## src/rtl/mips_lsu.sv

```systemverilog
// Load/store unit between the execute stage and a word-addressed data memory.
// Define MIPS_LSU_SUBWORD_EN to enable sub-word loads/stores (extension and read-modify-write).
module mips_lsu #(
    parameter int DEPTH_WORDS = 256
) (
    input  logic        clk,
    input  logic        reset,
    input  logic        req_valid,
    output logic        req_ready,
    input  logic [2:0]  req_op,
    input  logic [31:0] req_addr,
    input  logic [31:0] req_wdata,
    output logic        resp_valid,
    output logic [31:0] resp_rdata,
    output logic        resp_error,
    output logic        busy,
    output logic [31:0] mem_address,
    output logic [31:0] mem_write_data,
    output logic        mem_write,
    output logic        mem_read,
    input  logic [31:0] mem_read_data
);
    localparam logic [2:0] OP_LW  = 3'd0;
    localparam logic [2:0] OP_LH  = 3'd1;
    localparam logic [2:0] OP_LHU = 3'd2;
    localparam logic [2:0] OP_LB  = 3'd3;
    localparam logic [2:0] OP_LBU = 3'd4;
    localparam logic [2:0] OP_SW  = 3'd5;
    localparam logic [2:0] OP_SH  = 3'd6;
    localparam logic [2:0] OP_SB  = 3'd7;
    localparam logic [31:0] DEPTH_LIMIT = DEPTH_WORDS;

    typedef enum logic [1:0] {IDLE, ACCESS, RMW, DONE} state_t;

    state_t      state_reg, state_next;
    logic [2:0]  op_reg;
    logic [29:0] word_reg;
    logic [31:0] wdata_reg;
    logic [31:0] buf_reg;
    logic        err_reg;
    logic        req_err;
    logic [31:0] load_data;

    // Request legality is decided from the live request so errors skip the memory entirely.
    always_comb begin
        req_err = ({2'b00, req_addr[31:2]} >= DEPTH_LIMIT);
`ifdef MIPS_LSU_SUBWORD_EN
        case (req_op)
            OP_LW, OP_SW:         if (req_addr[1:0] != 2'b00) req_err = 1'b1;
            OP_LH, OP_LHU, OP_SH: if (req_addr[0]) req_err = 1'b1;
            default: ;
        endcase
`else
        if (req_op != OP_LW && req_op != OP_SW) req_err = 1'b1;
        if (req_addr[1:0] != 2'b00) req_err = 1'b1;
`endif
    end

`ifdef MIPS_LSU_SUBWORD_EN
    logic [1:0]  off_reg;
    logic [7:0]  byte_sel;
    logic [15:0] half_sel;
    logic [31:0] merged;

    // Big-endian lanes: offset 0 is the most significant byte.
    always_comb begin
        byte_sel = 8'h00;
        case (off_reg)
            2'd0: byte_sel = buf_reg[31:24];
            2'd1: byte_sel = buf_reg[23:16];
            2'd2: byte_sel = buf_reg[15:8];
            2'd3: byte_sel = buf_reg[7:0];
            default: ;
        endcase
        half_sel = off_reg[1] ? buf_reg[15:0] : buf_reg[31:16];
        load_data = 32'h0;
        case (op_reg)
            OP_LW:  load_data = buf_reg;
            OP_LH:  load_data = {{16{half_sel[15]}}, half_sel};
            OP_LHU: load_data = {16'h0, half_sel};
            OP_LB:  load_data = {{24{byte_sel[7]}}, byte_sel};
            OP_LBU: load_data = {24'h0, byte_sel};
            default: load_data = 32'h0;
        endcase
    end

    always_comb begin
        merged = buf_reg;
        if (op_reg == OP_SB) begin
            case (off_reg)
                2'd0: merged[31:24] = wdata_reg[7:0];
                2'd1: merged[23:16] = wdata_reg[7:0];
                2'd2: merged[15:8]  = wdata_reg[7:0];
                2'd3: merged[7:0]   = wdata_reg[7:0];
                default: ;
            endcase
        end else if (off_reg[1]) begin
            merged[15:0] = wdata_reg[15:0];
        end else begin
            merged[31:16] = wdata_reg[15:0];
        end
    end
`else
    assign load_data = (op_reg == OP_LW) ? buf_reg : 32'h0;
`endif

    always_comb begin
        state_next     = state_reg;
        mem_read       = 1'b0;
        mem_write      = 1'b0;
        mem_address    = 32'h0;
        mem_write_data = 32'h0;
        case (state_reg)
            IDLE: begin
                if (req_valid) state_next = req_err ? DONE : ACCESS;
            end
            ACCESS: begin
                mem_address = {2'b00, word_reg};
                if (op_reg == OP_SW) begin
                    mem_write      = 1'b1;
                    mem_write_data = wdata_reg;
                end else begin
                    mem_read = 1'b1;
                end
                state_next = DONE;
`ifdef MIPS_LSU_SUBWORD_EN
                if (op_reg == OP_SH || op_reg == OP_SB) state_next = RMW;
`endif
            end
`ifdef MIPS_LSU_SUBWORD_EN
            RMW: begin
                mem_address    = {2'b00, word_reg};
                mem_write      = 1'b1;
                mem_write_data = merged;
                state_next     = DONE;
            end
`endif
            DONE: state_next = IDLE;
            default: state_next = IDLE;
        endcase
    end

    always_ff @(posedge clk or posedge reset) begin
        if (reset) begin
            state_reg <= IDLE;
            op_reg    <= 3'd0;
            word_reg  <= 30'd0;
            wdata_reg <= 32'h0;
            buf_reg   <= 32'h0;
            err_reg   <= 1'b0;
`ifdef MIPS_LSU_SUBWORD_EN
            off_reg   <= 2'd0;
`endif
        end else begin
            state_reg <= state_next;
            if (state_reg == IDLE && req_valid) begin
                op_reg    <= req_op;
                word_reg  <= req_addr[31:2];
                wdata_reg <= req_wdata;
                err_reg   <= req_err;
`ifdef MIPS_LSU_SUBWORD_EN
                off_reg   <= req_addr[1:0];
`endif
            end
            if (state_reg == ACCESS) buf_reg <= mem_read_data;
        end
    end

    assign req_ready  = (state_reg == IDLE);
    assign busy       = (state_reg != IDLE);
    assign resp_valid = (state_reg == DONE);
    assign resp_error = (state_reg == DONE) && err_reg;
    assign resp_rdata = (state_reg == DONE && !err_reg) ? load_data : 32'h0;
endmodule

```

## config.mk

```make
export PLATFORM = sky130hd
export DESIGN_NAME = mips_lsu
export DESIGN_NICKNAME = d
export VERILOG_FILES = /design/src/rtl/mips_lsu.sv
export SDC_FILE = /design/constraint.sdc
export NUM_CORES = 1
export LEC_CHECK = 0
export ABC_CLOCK_PERIOD_IN_PS = 3600
export BUFFER_PORTS_ARGS = -buffer_cell sky130_fd_sc_hd__buf_2
export CAP_MARGIN = 10
export CORE_UTILIZATION = 47
export DETAILED_ROUTE_END_ITERATION = 12
export PLACE_DENSITY_LB_ADDON = 0.15
export RECOVER_POWER = 25
export SETUP_SLACK_MARGIN = 0.05
export SLEW_MARGIN = 10
export SYNTH_ARGS = -nofsm -noshare
export SYNTH_HDL_FRONTEND = slang
export SYNTH_SLANG_ARGS = --single-unit
```

## constraint.sdc

```tcl
create_clock -name clk -period 3.6 [get_ports clk]
set_input_delay 0.54 -clock clk [delete_from_list [all_inputs] [get_ports clk]]
set_output_delay 0.54 -clock clk [all_outputs]
set_load 0.01 [all_outputs]
```

==> reports/metrics.cfg <==
[synthesis]
synth.top_cell.area_share_pct=55.5
synth_ff_type=dfrtp_1
ys_top_cells_by_area=dfrtp_1 56%, mux2_2 16%, and2_1 8.7%
synth_edf_count=0
ys_types=25
ys_warn_count=0
syn_area_per_cell_um2=10.9
syn_inst=413
synth-async-reset-ratio_pct=100
synth_seq_cells=100
synth_area_um2=4510
synth.most_common_cell=dfrtp_1
synth_top_area_cell=dfrtp_1
yosys-top-cells-count=100 x dfrtp_1, 97 x nand2_1, 63 x and2_1, 63 x mux2_2, 33 x and3_1
ys_seq_area_share_pct=55.5

[clock_network]
h-tree-depth=3
clockBufferDepth=2
ctsRootBufferMaster=clkbuf_8
ctsHoldBuffers=0
cts_num_sinks=100
clk_latency_ns=0.36
clkTransAtPathRegs_ns=0.09
post_cts_buffers=0
cts_tree=built
cts_resized=0
cts_made_buffers=9

[pwr]
peakVddDrop_uv=374
leakagePower_nw=3.23
power_density_nw_per_um2=751

[global_routing]
first_global_vias=3511
grt_usage_pct=21.6
antenna_found_initial=0
grt_overflow=0
grt_pass1_wl_um=16600
grt_max_degree=55

[sta]
final.setup_skew_ns=0.0116
fin_crit_sh_pct=76.2
max_slew_margin_pct=3.45
tightest_slew_ns=1.44
tns_ns=0
rsz0062_at_grt=no
fmax_ghz=0.364
slew_viol_final=0
hold_slack_ns=0.363
setup_viol=0
min_period_ns=2.74
worst_slack_ns=0.856
hold_violations=0

[critical_path]
start_kind=register
required_ns=3.06
critPathCaptureType=output port
crit_arrival_ns=2.20
worst-path-max-fanout=33
path_class=reg2out

[finish]
ff_latch_area_um2=2500
fin_util_pct=62.9
multi_input_area_um2=1870
fillerInstances=791
drive_above_1_share_pct=47.8
post-route-cell-area_um2=5840
nets=705
num_antenna_cells=0
area_delta_synth_final_pct=29.7

[drt]
vias_per_cell=4.79
drt_iter0_drc=62
routed_wl_um=10400
antenna_left=0
via_count=3527
drc_errors=0
dr.pass1.iters=4
wl_per_cell_um=14.1

[placement]
dp_hpwl_um=7490
routabilityCongestion=0.773
port_buffers=201
dp_slack_ns=1.20
dpl_cell_area_um2=5610

[job]
cap_violations=0

[die]
die-area_um2=9980
coreArea_um2=9280
die_w_um=99.9
start_util_pct=48.5
rows=35
pin_count=204
die_y_um=99.9

[hold_path]
hp-class=in2reg

[outcome]
status=completed

[worst max-delay path: stages (launching register included)]
cell and delay [ns]:
dfrtp_1 0.47, nor2b_4 0.58, and4_4 0.49, and2_1 0.18
buf_2 0.13
[logic make-up after synthesis]
group,Yosys count,share of synthesized area [%]
other cells,1,0.0832
xor+xnor,1,0.194
buf+inv,32,3.58
flops,100,55.5
mux,64,16.0
compound gates,4,0.583
simple gates,211,24.0
[stage by stage]
| step | instances | power (mW) |
|---|---|---|
| 2_1_floorplan | 414 | 3.06 |
| 3_3_place_gp | 721 | 3.51 |
| 3_5_place_dp | 721 | 3.59 |
| 4_1_cts | 736 | 4.45 |
| 5_1_grt | 736 | 4.72 |
| 6_report | 736 | 4.39 |
[power by group]
group / switching (mW) / internal, mW / total [mW]
sequential: 0.285 / 1.68 / 1.97
clock: 0.372 / 0.477 / 0.850
combinational: 0.788 / 0.783 / 1.57
[layout by cell type (no fill, tap or decap), types with 3 or more instances in the layout]
| cell | Yosys | final |
|---|---|---|
| mux2_2 | 63 | 63 |
| clkbuf_8 | 0 | 10 |
| buf_4 | 7 | 4 |
| nand2_1 | 97 | 97 |
| buf_2 | 6 | 201 |
| and2_1 | 63 | 63 |
| nor2_1 | 4 | 4 |
| bufinv_16 | 0 | 3 |
| dfrtp_1 | 100 | 100 |
| and3_1 | 33 | 33 |
| nor4_1 | 6 | 5 |
[routing by layer]
layer	GRT usage [%]	share of wire (%)	vias to the layer above
met1	27.1	44	1658
li1	-	-	1723
met5	0	0	-
met3	5.85	6.6	20
met2	35.5	48	126
met4	8.71	2.1	0
[layout make-up]
class                   count  area share [%]
clock buffers              11            2.42
clock inverters             4            1.67
inverters                   3           0.214
multi-input cells         282            31.9
flip-flops and latches    100            42.8
well taps                 129            2.76
repair buffers            207            18.2
[final timing paths]
| kind | cells past startpoint | from | slack (ns) | to |
|---|---|---|---|---|
| max in group asynchronous | 3 | reset | 1.64 | buf_reg[15] |
| worst max-delay path | 4 | state_reg[0] | 0.86 | mem_write_data[2] |
| min in group asynchronous | 2 | reset | 0.50 | buf_reg[22] |
| worst max register to register | 3 | state_reg[1] | 1.52 | word_reg[19] |
| worst min-delay path | 3 | mem_read_data[4] | 0.36 | buf_reg[4] |
| worst min register to register | 2 | buf_reg[0] | 0.47 | buf_reg[0] |
Power figures use the tool's default switching activity.
